==> src/rtl/clock_period_meter_if.sv <==
// ---------------------------------------------------------------------------
// clock_period_meter_if
//
// Purpose:
//   Result handshake between clock_period_meter and whatever consumes its
//   measurements. The meter drives each new result together with a valid
//   flag. The consumer acknowledges the result with meas_ready.
//
// Signals:
//   meas_div   [CNT_WIDTH] : last measured value, (half-period in cycles) - 1
//   meas_valid             : meas_div holds a result not yet consumed
//   meas_ready             : consumer accepts the current result
//
// Modports:
//   master : result producer (the meter)
//   slave  : result consumer
// ---------------------------------------------------------------------------
interface clock_period_meter_if #(
    parameter int unsigned CNT_WIDTH = 32
);

    logic [CNT_WIDTH-1:0] meas_div;
    logic                 meas_valid;
    logic                 meas_ready;

    // The meter owns the result and its valid flag. The consumer owns ready.
    modport master (
        output meas_div,
        output meas_valid,
        input  meas_ready
    );

    modport slave (
        input  meas_div,
        input  meas_valid,
        output meas_ready
    );

endinterface

==> src/rtl/clock_period_meter.sv <==
// ---------------------------------------------------------------------------
// clock_period_meter
//
// Purpose:
//   Measures the half-period of a square wave in clk cycles. It reports the
//   result as the equivalent clock-divider setting, so a signal made by a
//   divider with value N reads back as N. Rising and falling input edges
//   both count as measuring edges.
//
// Parameters:
//   CNT_WIDTH : width of the cycle counter and of meas_div
//   TIMEOUT   : number of edge-free cycles before stalled asserts.
//               0 disables the timeout. It must fit in CNT_WIDTH bits.
//
// Ports:
//   clk      : system clock; the only clock in the block
//   rst_n    : synchronous active-low reset
//   sig_in   : signal to measure; may be asynchronous to clk
//   meas     : result handshake (meas_div / meas_valid / meas_ready)
//   overrun  : sticky flag; a result was overwritten before it was consumed
//   stalled  : no input edge seen for TIMEOUT cycles
// ---------------------------------------------------------------------------
module clock_period_meter #(
    parameter int unsigned CNT_WIDTH = 32,
    parameter int unsigned TIMEOUT   = 50_000_000
) (
    input  logic                 clk,
    input  logic                 rst_n,
    input  logic                 sig_in,
    clock_period_meter_if.master meas,
    output logic                 overrun,
    output logic                 stalled
);

    typedef enum logic {
        IDLE,
        MEAS
    } state_t;

    localparam logic [CNT_WIDTH-1:0] CNT_MAX      = '1;
    localparam logic [CNT_WIDTH-1:0] CNT_ONE      = CNT_WIDTH'(1);
    localparam logic [CNT_WIDTH-1:0] TIMEOUT_LAST = CNT_WIDTH'(TIMEOUT - 1);
    localparam bit                   TIMEOUT_EN   = (TIMEOUT != 0);

    logic                 sync1_q;
    logic                 sync2_q;
    logic                 hist_q;
    logic                 sigEdge;

    logic [CNT_WIDTH-1:0] cnt_q;
    logic [CNT_WIDTH-1:0] cnt_d;
    logic                 timeoutHit;

    state_t               state_q;
    logic [CNT_WIDTH-1:0] measDiv_q;
    logic                 measValid_q;
    logic                 overrun_q;
    logic                 stalled_q;

    // Bring sig_in into the clk domain through two flops. A third flop keeps
    // the previous synchronized level so that either polarity of transition
    // can be detected. Together these give the fixed latency: a transition
    // set up before edge n loads the result registers at edge n+2.
    always_ff @(posedge clk) begin
        if (!rst_n) begin
            sync1_q <= 1'b0;
            sync2_q <= 1'b0;
            hist_q  <= 1'b0;
        end else begin
            sync1_q <= sig_in;
            sync2_q <= sync1_q;
            hist_q  <= sync2_q;
        end
    end

    assign sigEdge = sync2_q ^ hist_q;

    // The cycle counter restarts on every detected edge. Otherwise it counts
    // up and sticks at all-ones rather than wrapping. A very slow input then
    // reads as the largest representable value and never aliases to a small
    // one. The counter runs in both states, so it also supplies the timeout
    // measurement.
    always_comb begin
        cnt_d = cnt_q;
        if (sigEdge) begin
            cnt_d = '0;
        end else if (cnt_q != CNT_MAX) begin
            cnt_d = cnt_q + CNT_ONE;
        end
    end

    always_ff @(posedge clk) begin
        if (!rst_n) begin
            cnt_q <= '0;
        end else begin
            cnt_q <= cnt_d;
        end
    end

    // The last edge-free cycle before the stall limit. This term is held at
    // zero when the timeout is disabled.
    assign timeoutHit = TIMEOUT_EN && (cnt_q == TIMEOUT_LAST);

    // Measurement FSM with registered outputs.
    //
    // IDLE holds no reference edge, so the first edge only arms the block.
    // In MEAS, every edge captures the count since the previous edge. The
    // count equals H-1 for edges H cycles apart, which is the divider
    // setting.
    //
    // A result always loads, even if the previous one was not consumed. If
    // that happens without a transfer on the same cycle, the overwrite is
    // recorded in the sticky overrun flag. When no edge arrives, a completed
    // transfer drops meas_valid.
    //
    // Reaching the stall limit without an edge drops the reference edge.
    // The edge that later ends the stall therefore only re-arms the block.
    always_ff @(posedge clk) begin
        if (!rst_n) begin
            state_q     <= IDLE;
            measDiv_q   <= '0;
            measValid_q <= 1'b0;
            overrun_q   <= 1'b0;
            stalled_q   <= 1'b0;
        end else begin
            if (measValid_q && meas.meas_ready) begin
                measValid_q <= 1'b0;
            end

            case (state_q)
                IDLE: begin
                    if (sigEdge) begin
                        state_q   <= MEAS;
                        stalled_q <= 1'b0;
                    end
                end

                MEAS: begin
                    if (sigEdge) begin
                        measDiv_q   <= cnt_q;
                        measValid_q <= 1'b1;
                        stalled_q   <= 1'b0;
                        if (measValid_q && !meas.meas_ready) begin
                            overrun_q <= 1'b1;
                        end
                    end else if (timeoutHit) begin
                        state_q   <= IDLE;
                        stalled_q <= 1'b1;
                    end
                end

                default: begin
                    state_q <= IDLE;
                end
            endcase
        end
    end

    assign meas.meas_div   = measDiv_q;
    assign meas.meas_valid = measValid_q;
    assign overrun         = overrun_q;
    assign stalled         = stalled_q;

endmodule
==> src/flat_wrapper.sv <==
// flat-port wrapper written by rule: the top's interface ports become plain ports
module clock_period_meter_flat 
#(
    parameter int unsigned CNT_WIDTH = 32,
    parameter int unsigned TIMEOUT   = 50_000_000
)
  (clk, rst_n, sig_in, overrun, stalled, meas_meas_div, meas_meas_valid, meas_meas_ready);
  clock_period_meter_if #(.CNT_WIDTH(CNT_WIDTH)) meas_i ();
  input  logic clk;
  input  logic rst_n;
  input  logic sig_in;
  output logic overrun;
  output logic stalled;
  output wire logic [$bits(meas_i.meas_div)-1:0] meas_meas_div;
  output wire logic [$bits(meas_i.meas_valid)-1:0] meas_meas_valid;
  input wire logic [$bits(meas_i.meas_ready)-1:0] meas_meas_ready;
  assign meas_meas_div = meas_i.meas_div;
  assign meas_meas_valid = meas_i.meas_valid;
  assign meas_i.meas_ready = meas_meas_ready;
  clock_period_meter #(.CNT_WIDTH(CNT_WIDTH), .TIMEOUT(TIMEOUT)) u_core (.clk(clk), .rst_n(rst_n), .sig_in(sig_in), .meas(meas_i), .overrun(overrun), .stalled(stalled));
endmodule
==> config.mk <==
export PLATFORM = sky130hd
export DESIGN_NAME = clock_period_meter_flat
export DESIGN_NICKNAME = d
export VERILOG_FILES = /design/src/rtl/clock_period_meter_if.sv /design/src/rtl/clock_period_meter.sv /design/src/flat_wrapper.sv
export SDC_FILE = /design/constraint.sdc
export NUM_CORES = 1
export LEC_CHECK = 0
export ABC_AREA = 1
export CORE_MARGIN = 1
export CORE_UTILIZATION = 50
export CTS_CLUSTER_SIZE = 10
export DETAILED_ROUTE_END_ITERATION = 16
export DONT_BUFFER_PORTS = 1
export PLACE_DENSITY = 0.69
export SLEW_MARGIN = 5
export SYNTH_ARGS = -nofsm -noshare
export SYNTH_HDL_FRONTEND = slang
export SYNTH_SLANG_ARGS = --single-unit
==> constraint.sdc <==
create_clock -name clk -period 1.95 [get_ports clk]
set_input_delay 0.39 -clock clk [delete_from_list [all_inputs] [get_ports clk]]
set_output_delay 0.39 -clock clk [all_outputs]
set_load 0.05 [all_outputs]
==> After elaboration in Yosys (flattened, before gate mapping) <==
Index checks and enable logic that the tools add are counted.
{ "word_totals": {"regBits": 71, "in_bits": 4, "out_inout_bits": 35, "elab_cells": 35} }
{ "op_classes": {"addsub": 1, "eq_ne": 4, "mux": 11, "bitwise": 3, "n_reduce_logical": 7} }
{ "ops": {"columns": ["op", "n"], "rows": [
  ["$add 32x1->32 const B", 1],
  ["$eq 32x26->1 const B", 1],
  ["$ne 32x32->1 const B", 1],
  ["$mux 1", 9],
  ["$pmux 1 s2", 2],
  ["$reduce_and 2->1", 2],
  ["$ne 3x1->1 const B", 1],
  ["$reduce_and 3->1", 1],
  ["$logic_and 1x1->1", 2],
  ["$ne 2x1->1 const B", 1],
  ["$not 1->1", 2],
  ["$reduce_or 2->1", 1],
  ["$logic_not 1->1", 1],
  ["$xor 1x1->1", 1]
]} }

==> Depth between registers and ports, before layout <==
Gate-level depths: netlist of run 1.
{ "depth": {"word_depth": 4, "depth_mapped": 10, "ltp_nobuf": 10} }

==> Least setup slack after synthesis of run 1 <==
Ideal clock, no wire load.
{ "synth_timing": {"path_kind": "reg2reg", "startpoint": "register u_core.cnt_q[0]", "endpoint": "register u_core.cnt_q[0]", "setup_time_ns": 0.122, "arrival_time_ns": 1.458, "t_required_ns": 1.828, "setup_slack_ns": 0.370, "path_stages_with_launch": 10, "path_buffers": 1, "period_less_slack_ns": 1.580, "path_cell_list": "dfxtp_1 > ha_1 > inv_2 > nor2_4 > nand2_4 > nor2_4 > nand2_4 > buf_6 > nand2_1 > a21oi_1"} }
{ "synth_between": {"elab_chain_cells": 1, "elab_cells_between_ends": 2, "cone_classes": "add/sub: 1; eq/ne: 1"} }
{ "synth_rtl": {"columns": ["item", "line", "rtl"], "rows": [
  ["start, declared", "clock_period_meter.sv:50", "logic [CNT_WIDTH-1:0] cnt_q;"],
  ["start signal, assigned", "clock_period_meter.sv:96", "cnt_q <= cnt_d;"],
  ["$add 32x1->32 or $ne 32x32->1 (tied branches)", "clock_period_meter.sv:88, clock_period_meter.sv:87", null]
]} }
Parallel ways exist; a longest one is shown, timed or not.
A chain may end at the register's enable or synchronous reset.

==> Final worst setup path of run 1 <==
{ "layout_timing": {"startpoint": "register u_core.cnt_q[1]", "endpoint": "register u_core.cnt_q[1]"} }
The elaborated chain is that of the path after synthesis.

==> flow_metrics.env, run 1 <==
export IMPL_status="finished, final reports clean"
export IMPL_die_w_um=83.73
export IMPL_ios=39
export IMPL_cp_common_cell="nor2_4"
export IMPL_drc=0
export IMPL_yosysWarnings=0
export IMPL_ys_ff_latch=71
export IMPL_detail_route_antenna_nets=0
export IMPL_wire_per_inst_um=14.11
export IMPL_grt_overflow_total=0
export IMPL_gp_congestion=0.8931
export IMPL_tritoncts="yes"
export IMPL_yosysUniqueCellTypes=28
export IMPL_maxCapViolations=0
export IMPL_fillerInstances=637
export IMPL_startpoint_type="register"
export IMPL_fmax_mhz=560.7
export IMPL_grt_total_usage_pct=24.58
export IMPL_synth_seq_area_share_pct=42.56
export IMPL_insertion_delay_ns=0.35
export IMPL_rr_endpoint="u_core.cnt_q[1]$_SDFFE_PP0P_"
export IMPL_synth_nets=505
export IMPL_grt_max_degree=56
export IMPL_placed_cells=568
export IMPL_drt_pass1_iter_count=4
export IMPL_cts_root_buf="clkbuf_8"
export IMPL_drt_total_wl_um=8239
export IMPL_antenna_found_initial=0
export IMPL_fp_dieH_um=83.73
export IMPL_cts_made_buffers=9
export IMPL_grt_pass1_wl_um=13410
export IMPL_grt_pass1_vias=2800
export IMPL_via_count=3017
export IMPL_cp_arrival_ns=2.07
export IMPL_dieArea_mm2=0.007010
export IMPL_areaGrowthSynthToFinish_pct=9.891
export IMPL_nNetsFinal=507
export IMPL_syn_area_mm2=0.003339
export IMPL_final_core_util_pct=57.46
export IMPL_min_from="rst_n"
export IMPL_post_route_period_util_pct=91.46
export IMPL_rrSetupSlack_ns=0.17
export IMPL_peakVddDrop_uv=558.2
export IMPL_clkSinkCount=71
export IMPL_finalCriticalPeriod_ns=1.783
export IMPL_stdcell_area_mm2=0.003670
export IMPL_path_class="register to register"
export IMPL_path_buf_inv=2
export IMPL_finalHoldViolCount=0
export IMPL_tightest_slew_ns=0.7589
export IMPL_critical_path_cell_chain="ha_1, inv_2, nor2_4, nand2_4, nor2_4, nand2_8, clkinv_2, nand2_1, a21oi_1"
export IMPL_relSlewSlack_pct=49.34
export IMPL_rsz0062_at_grt="no"
export IMPL_total_power_mw=3.088
export IMPL_cp_top_family="simple AND/OR/NAND/NOR gates"
export IMPL_min_to="u_core.sync1_q$_SDFF_PN0_"
export IMPL_crit_fanout=26
export IMPL_slowest_delay_ns=0.41
export IMPL_fin_cells=584
export IMPL_syn_inst=500
export IMPL_hold_path_class="input pin to register"
export IMPL_portBuffers=0
export IMPL_whs_path_depth=2
export IMPL_post_cts_resized=0
export IMPL_r2r_start="u_core.cnt_q[1]$_SDFFE_PP0P_"
export IMPL_fin_skew_ns=0.01151
export IMPL_cts_setup_buffers=0
export IMPL_endpoint_kind="register"
export IMPL_viasPerCell=5.166
export IMPL_rows=29
export IMPL_drive_gt1_share_pct=9.073
export IMPL_fin_tns_setup_ns=0
export IMPL_reg2reg_depth=9
export IMPL_dpl_instance_area_mm2=0.003402
export IMPL_drt_iter0_markers=157
export IMPL_syn_avg_cell_area_um2=6.679
export IMPL_final_max_slew_viol_count=0
export IMPL_finalSetupViolCount=0
export IMPL_core_area_mm2=0.006386
export IMPL_path_clk_slew_ns=0.08
export IMPL_critPathSlowestCell="dfxtp_1"
export IMPL_start_util_pct=52.29
export IMPL_worst_ep_required_time_ns=2.24
export IMPL_cts_hold_buf=0
export IMPL_cts_max_path_buffers=2
export IMPL_num_antenna_cells=0
export IMPL_hpwlAfterDp_um=5965
export IMPL_htreeDepth=3
export IMPL_power_density_mw_per_mm2=841.3
export IMPL_p_leak_nw=1.505
==> report_power, final <==
| group | switching [mW] | internal [mW] | total, mW |
|---|---|---|---|
| Sequential | 0.0575 | 1.47 | 1.53 |
| Combinational | 0.0463 | 0.0193 | 0.0656 |
| Clock | 0.575 | 0.920 | 1.49 |
==> worst register-to-register path, stage by stage (launching register included) <==
cell and delay [ns]:
dfxtp_1 0.41, ha_1 0.21, inv_2 0.06, nor2_4 0.21
nand2_4 0.10, nor2_4 0.20, nand2_8 0.18, clkinv_2 0.16
nand2_1 0.06, a21oi_1 0.12
==> registers in the layout (all words and copies together), names as in the netlist <==
register / flops
u_core.cnt_q: 32
u_core.hist_q: 1
u_core.meas.meas_div: 32
u_core.meas.meas_valid: 1
u_core.overrun: 1
u_core.stalled: 1
u_core.state_q: 1
u_core.sync1_q: 1
u_core.sync2_q: 1
==> stage by stage <==
step                hold slack, ns  worst slack [ns]
global route                0.1228           0.03581
global placement            0.3975            0.1857
detailed placement          0.4086            0.1136
finish                      0.1315            0.1666
CTS                         0.1115           0.08078
floorplan                   0.3905            0.3698
==> kinds of logic after synthesis <==
family	share of synthesized area [%]
adder cells (fa/ha/maj)	0.3746
AO/OA/AOI/OAI	10.34
XOR/XNOR	2.361
AND/OR/NAND/NOR	35.89
flip-flops	42.56
buffers and inverters	8.468
==> layout by cell type (no fill, tap or decap) <==
cell       count
nand2_1      148
nor2_1        74
dfxtp_1       70
inv_1         52
a21oi_1       40
nand3_1       36
o21ai_0       24
clkbuf_8      11
nand3_2        6
xnor2_1        6
nor2_2         5
buf_4          5
inv_2          3
nand2_2        3
xor2_1         3
bufinv_16      3
nor2_4         2
clkinv_2       2
or2_2          2
a31oi_1        2
nand2_4        1
nand2_8        1
or2_1          1
o21ai_1        1
nand4_1        1
o21a_1         1
nand3b_1       1
ha_1           1
clkinv_4       1
dfxtp_2        1
==> cells in the mapped netlist <==
library cell	number	area share (%)
nor2_2	4	0.75
inv_2	3	0.34
a31oi_1	2	0.37
a21oi_1	40	6.0
nor2_1	75	8.4
nand2_1	148	17
buf_6	2	0.67
or2_1	1	0.19
buf_1	1	0.11
ha_1	1	0.37
xor2_1	3	0.79
nand3_1	36	5.4
nand3_2	6	1.8
nand4_1	1	0.19
inv_1	52	5.8
dfxtp_1	71	43
nor2_4	2	0.67
xnor2_1	6	1.6
clkbuf_1	10	1.1
o21ai_0	24	3.6
nand3b_1	1	0.22
o21ai_1	1	0.15
nand2_2	3	0.56
o21a_1	1	0.22
buf_4	1	0.22
or2_2	2	0.37
nand2_4	2	0.67
clkinv_2	1	0.15
==> worst max-delay path by stage <==
stage          cells past startpoint                      endpoint                    startpoint  slack [ns]
2_1_floorplan                      9  u_core.cnt_q[0]$_SDFFE_PP0P_  u_core.cnt_q[0]$_SDFFE_PP0P_        0.37
3_3_place_gp                       9  u_core.cnt_q[1]$_SDFFE_PP0P_  u_core.cnt_q[0]$_SDFFE_PP0P_        0.19
3_5_place_dp                       9  u_core.cnt_q[1]$_SDFFE_PP0P_  u_core.cnt_q[0]$_SDFFE_PP0P_        0.11
4_1_cts                            9  u_core.cnt_q[1]$_SDFFE_PP0P_  u_core.cnt_q[0]$_SDFFE_PP0P_        0.08
5_1_grt                            9  u_core.cnt_q[0]$_SDFFE_PP0P_  u_core.cnt_q[1]$_SDFFE_PP0P_        0.04
6_report                           9  u_core.cnt_q[1]$_SDFFE_PP0P_  u_core.cnt_q[1]$_SDFFE_PP0P_        0.17
==> layer usage <==
metal  wire length (um)  global-route usage, %  vias to the layer above
met3                321                  4.154                       13
met4                163                  12.63                        0
met1               3872                  30.55                     1365
li1                   -                      -                     1577
met2               3881                  40.87                       62
met5                  0                      0                        -
==> layout make-up <==
type / instances / area [um^2] / area share, %
Clock inverter: 5 / 103.9 / 2.830
Inverter: 56 / 211.5 / 5.762
Multi-Input combinational cell: 359 / 1647 / 44.87
Sequential cell: 71 / 1423 / 38.77
Clock buffer: 11 / 151.4 / 4.125
Timing Repair Buffer: 5 / 37.54 / 1.023
Tap cell: 77 / 96.34 / 2.625
(Power assumes the default switching activity.)
==> inputs of run 2 (changes only) <==
Settings changed: CTS_CLUSTER_DIAMETER set to 200.
Clock period 1.95 ns to 2.2 ns, I/O delays scaled along.
==> flow_metrics.env, run 2 (synthesis results as in run 1) <==
export IMPL_setup_ws_ns=0.2750
export IMPL_fmax_mhz=519.5
export IMPL_rows=29
export IMPL_rrSetupSlack_ns=0.27
export IMPL_relSlewSlack_pct=65.38
export IMPL_min_from="rst_n"
export IMPL_worst_ep_required_time_ns=2.48
export IMPL_hpwlAfterDp_um=5850
export IMPL_die_w_um=83.73
export IMPL_path_clk_slew_ns=0.08
export IMPL_grt_overflow_total=0
export IMPL_detail_route_antenna_nets=0
export IMPL_cp_arrival_ns=2.21
export IMPL_grt_max_degree=36
export IMPL_r2r_start="u_core.cnt_q[0]$_SDFFE_PP0P_"
export IMPL_tightest_slew_ns=0.5185
export IMPL_startpoint_type="register"
export IMPL_drt_iter0_markers=142
export IMPL_crit_fanout=26
export IMPL_finalSetupViolCount=0
export IMPL_p_leak_nw=1.485
export IMPL_finalHoldViolCount=0
export IMPL_nNetsFinal=505
export IMPL_final_core_util_pct=56.54
export IMPL_dieArea_mm2=0.007010
export IMPL_endpoint_kind="register"
export IMPL_num_antenna_cells=0
export IMPL_post_route_period_util_pct=87.50
export IMPL_grt_pass1_wl_um=12990
export IMPL_power_density_mw_per_mm2=710.3
export IMPL_areaGrowthSynthToFinish_pct=8.130
export IMPL_reg2reg_depth=9
export IMPL_ios=39
export IMPL_fillerInstances=633
export IMPL_status="finished, final reports clean"
export IMPL_rsz0062_at_grt="no"
export IMPL_viasPerCell=5.112
export IMPL_cts_root_buf="clkbuf_8"
export IMPL_peakVddDrop_uv=468.6
export IMPL_via_count=2975
export IMPL_fp_dieH_um=83.73
export IMPL_wire_per_inst_um=13.29
export IMPL_drt_pass1_iter_count=4
export IMPL_tritoncts="yes"
export IMPL_insertion_delay_ns=0.35
export IMPL_core_area_mm2=0.006386
export IMPL_finalCriticalPeriod_ns=1.925
export IMPL_total_power_mw=2.565
export IMPL_drive_gt1_share_pct=8.515
export IMPL_maxCapViolations=0
export IMPL_cts_made_buffers=9
export IMPL_final_max_slew_viol_count=0
export IMPL_portBuffers=0
export IMPL_htreeDepth=3
export IMPL_grt_total_usage_pct=23.71
export IMPL_pre_cts_ws_ns=0.2853
export IMPL_rr_endpoint="u_core.cnt_q[0]$_SDFFE_PP0P_"
export IMPL_drc=0
export IMPL_antenna_found_initial=0
export IMPL_final_common_cell="nand2_1"
export IMPL_whs_path_depth=2
export IMPL_fin_skew_ns=0.01121
export IMPL_min_to="u_core.sync2_q$_SDFF_PN0_"
export IMPL_hold_path_class="input pin to register"
export IMPL_start_util_pct=52.29
export IMPL_drt_total_wl_um=7736
export IMPL_cts_setup_buffers=0
export IMPL_clkSinkCount=71
export IMPL_layout_common_cells="nand2_1, nor2_1, dfxtp_1, inv_1, a21oi_1"
export IMPL_gp_congestion=0.9196
export IMPL_cts_max_path_buffers=2
export IMPL_path_class="register to register"
export IMPL_grt_pass1_vias=2775
export IMPL_fin_tns_setup_ns=0
export IMPL_hold_worst_slack_ns=0.1756
## run 2: cell types whose count changed in the layout (fill, tap and decap cells not counted), sizes merged
| cell | change |
|---|---|
| buf | -2 |
| bufinv | -1 |
| clkbuf | -2 |
| clkinv | +1 |
| clkinvlp | +2 |
## run 2: what timing repair did
action | 4_1_cts | 5_1_grt
hold buffers | 0 | 0
resized for setup | 0 | 1
setup endpoints to repair | 0 | 1
## run 2: worst max-delay path by stage
stage	depth (start not counted)	from	endpoint	slack [ns]
final	9	u_core.cnt_q[0]$_SDFFE_PP0P_	u_core.cnt_q[0]$_SDFFE_PP0P_	0.27
after global routing	9	u_core.cnt_q[0]$_SDFFE_PP0P_	u_core.cnt_q[1]$_SDFFE_PP0P_	0.06
after CTS	9	u_core.cnt_q[0]$_SDFFE_PP0P_	u_core.cnt_q[0]$_SDFFE_PP0P_	0.21
after detailed placement	9	u_core.cnt_q[0]$_SDFFE_PP0P_	u_core.cnt_q[0]$_SDFFE_PP0P_	0.29
after global placement	9	u_core.cnt_q[0]$_SDFFE_PP0P_	u_core.cnt_q[0]$_SDFFE_PP0P_	0.33
after floorplan	9	u_core.cnt_q[0]$_SDFFE_PP0P_	u_core.cnt_q[0]$_SDFFE_PP0P_	0.62
## run 2: power breakdown
| part | internal (mW) | switching (mW) | total (mW) |
|---|---|---|---|
| Combinational | 0.0172 | 0.0391 | 0.0563 |
| Clock | 0.639 | 0.516 | 1.16 |
| Sequential | 1.30 | 0.0508 | 1.35 |
## run 2: final cells by class
type	count	area (um^2)	area share, %
clock inverters	7	97.59	2.703
clock buffers	9	123.9	3.430
well taps	77	96.34	2.668
flip-flops and latches	71	1421	39.36
inverters	56	211.5	5.856
multi-input cells	359	1638	45.36
repair buffers	3	22.52	0.6237
## run 2: metal layers
metal	vias up	track usage, %	share of wire (%)
met3	22	4.451	3.9
met4	0	14.48	3.9
met5	-	0	0
met1	1320	29.02	46
li1	1567	-	-
met2	66	38.51	47
## run 2: through the flow
| step | cell area (um^2) | cells |
|---|---|---|
| floorplan | 3339 | 500 |
| global placement | 3387 | 566 |
| detailed placement | 3387 | 566 |
| CTS | 3608 | 582 |
| global route | 3611 | 582 |
| finish | 3611 | 582 |
## run 2: worst max-delay path: stages, from the launching register on
cell,delay (ns)
dfxtp_1,0.46
ha_2,0.29
inv_2,0.07
nor2_4,0.20
nand2_4,0.10
nor2_4,0.16
nand2_4,0.22
clkinv_2,0.17
nand2_1,0.06
a21oi_1,0.13
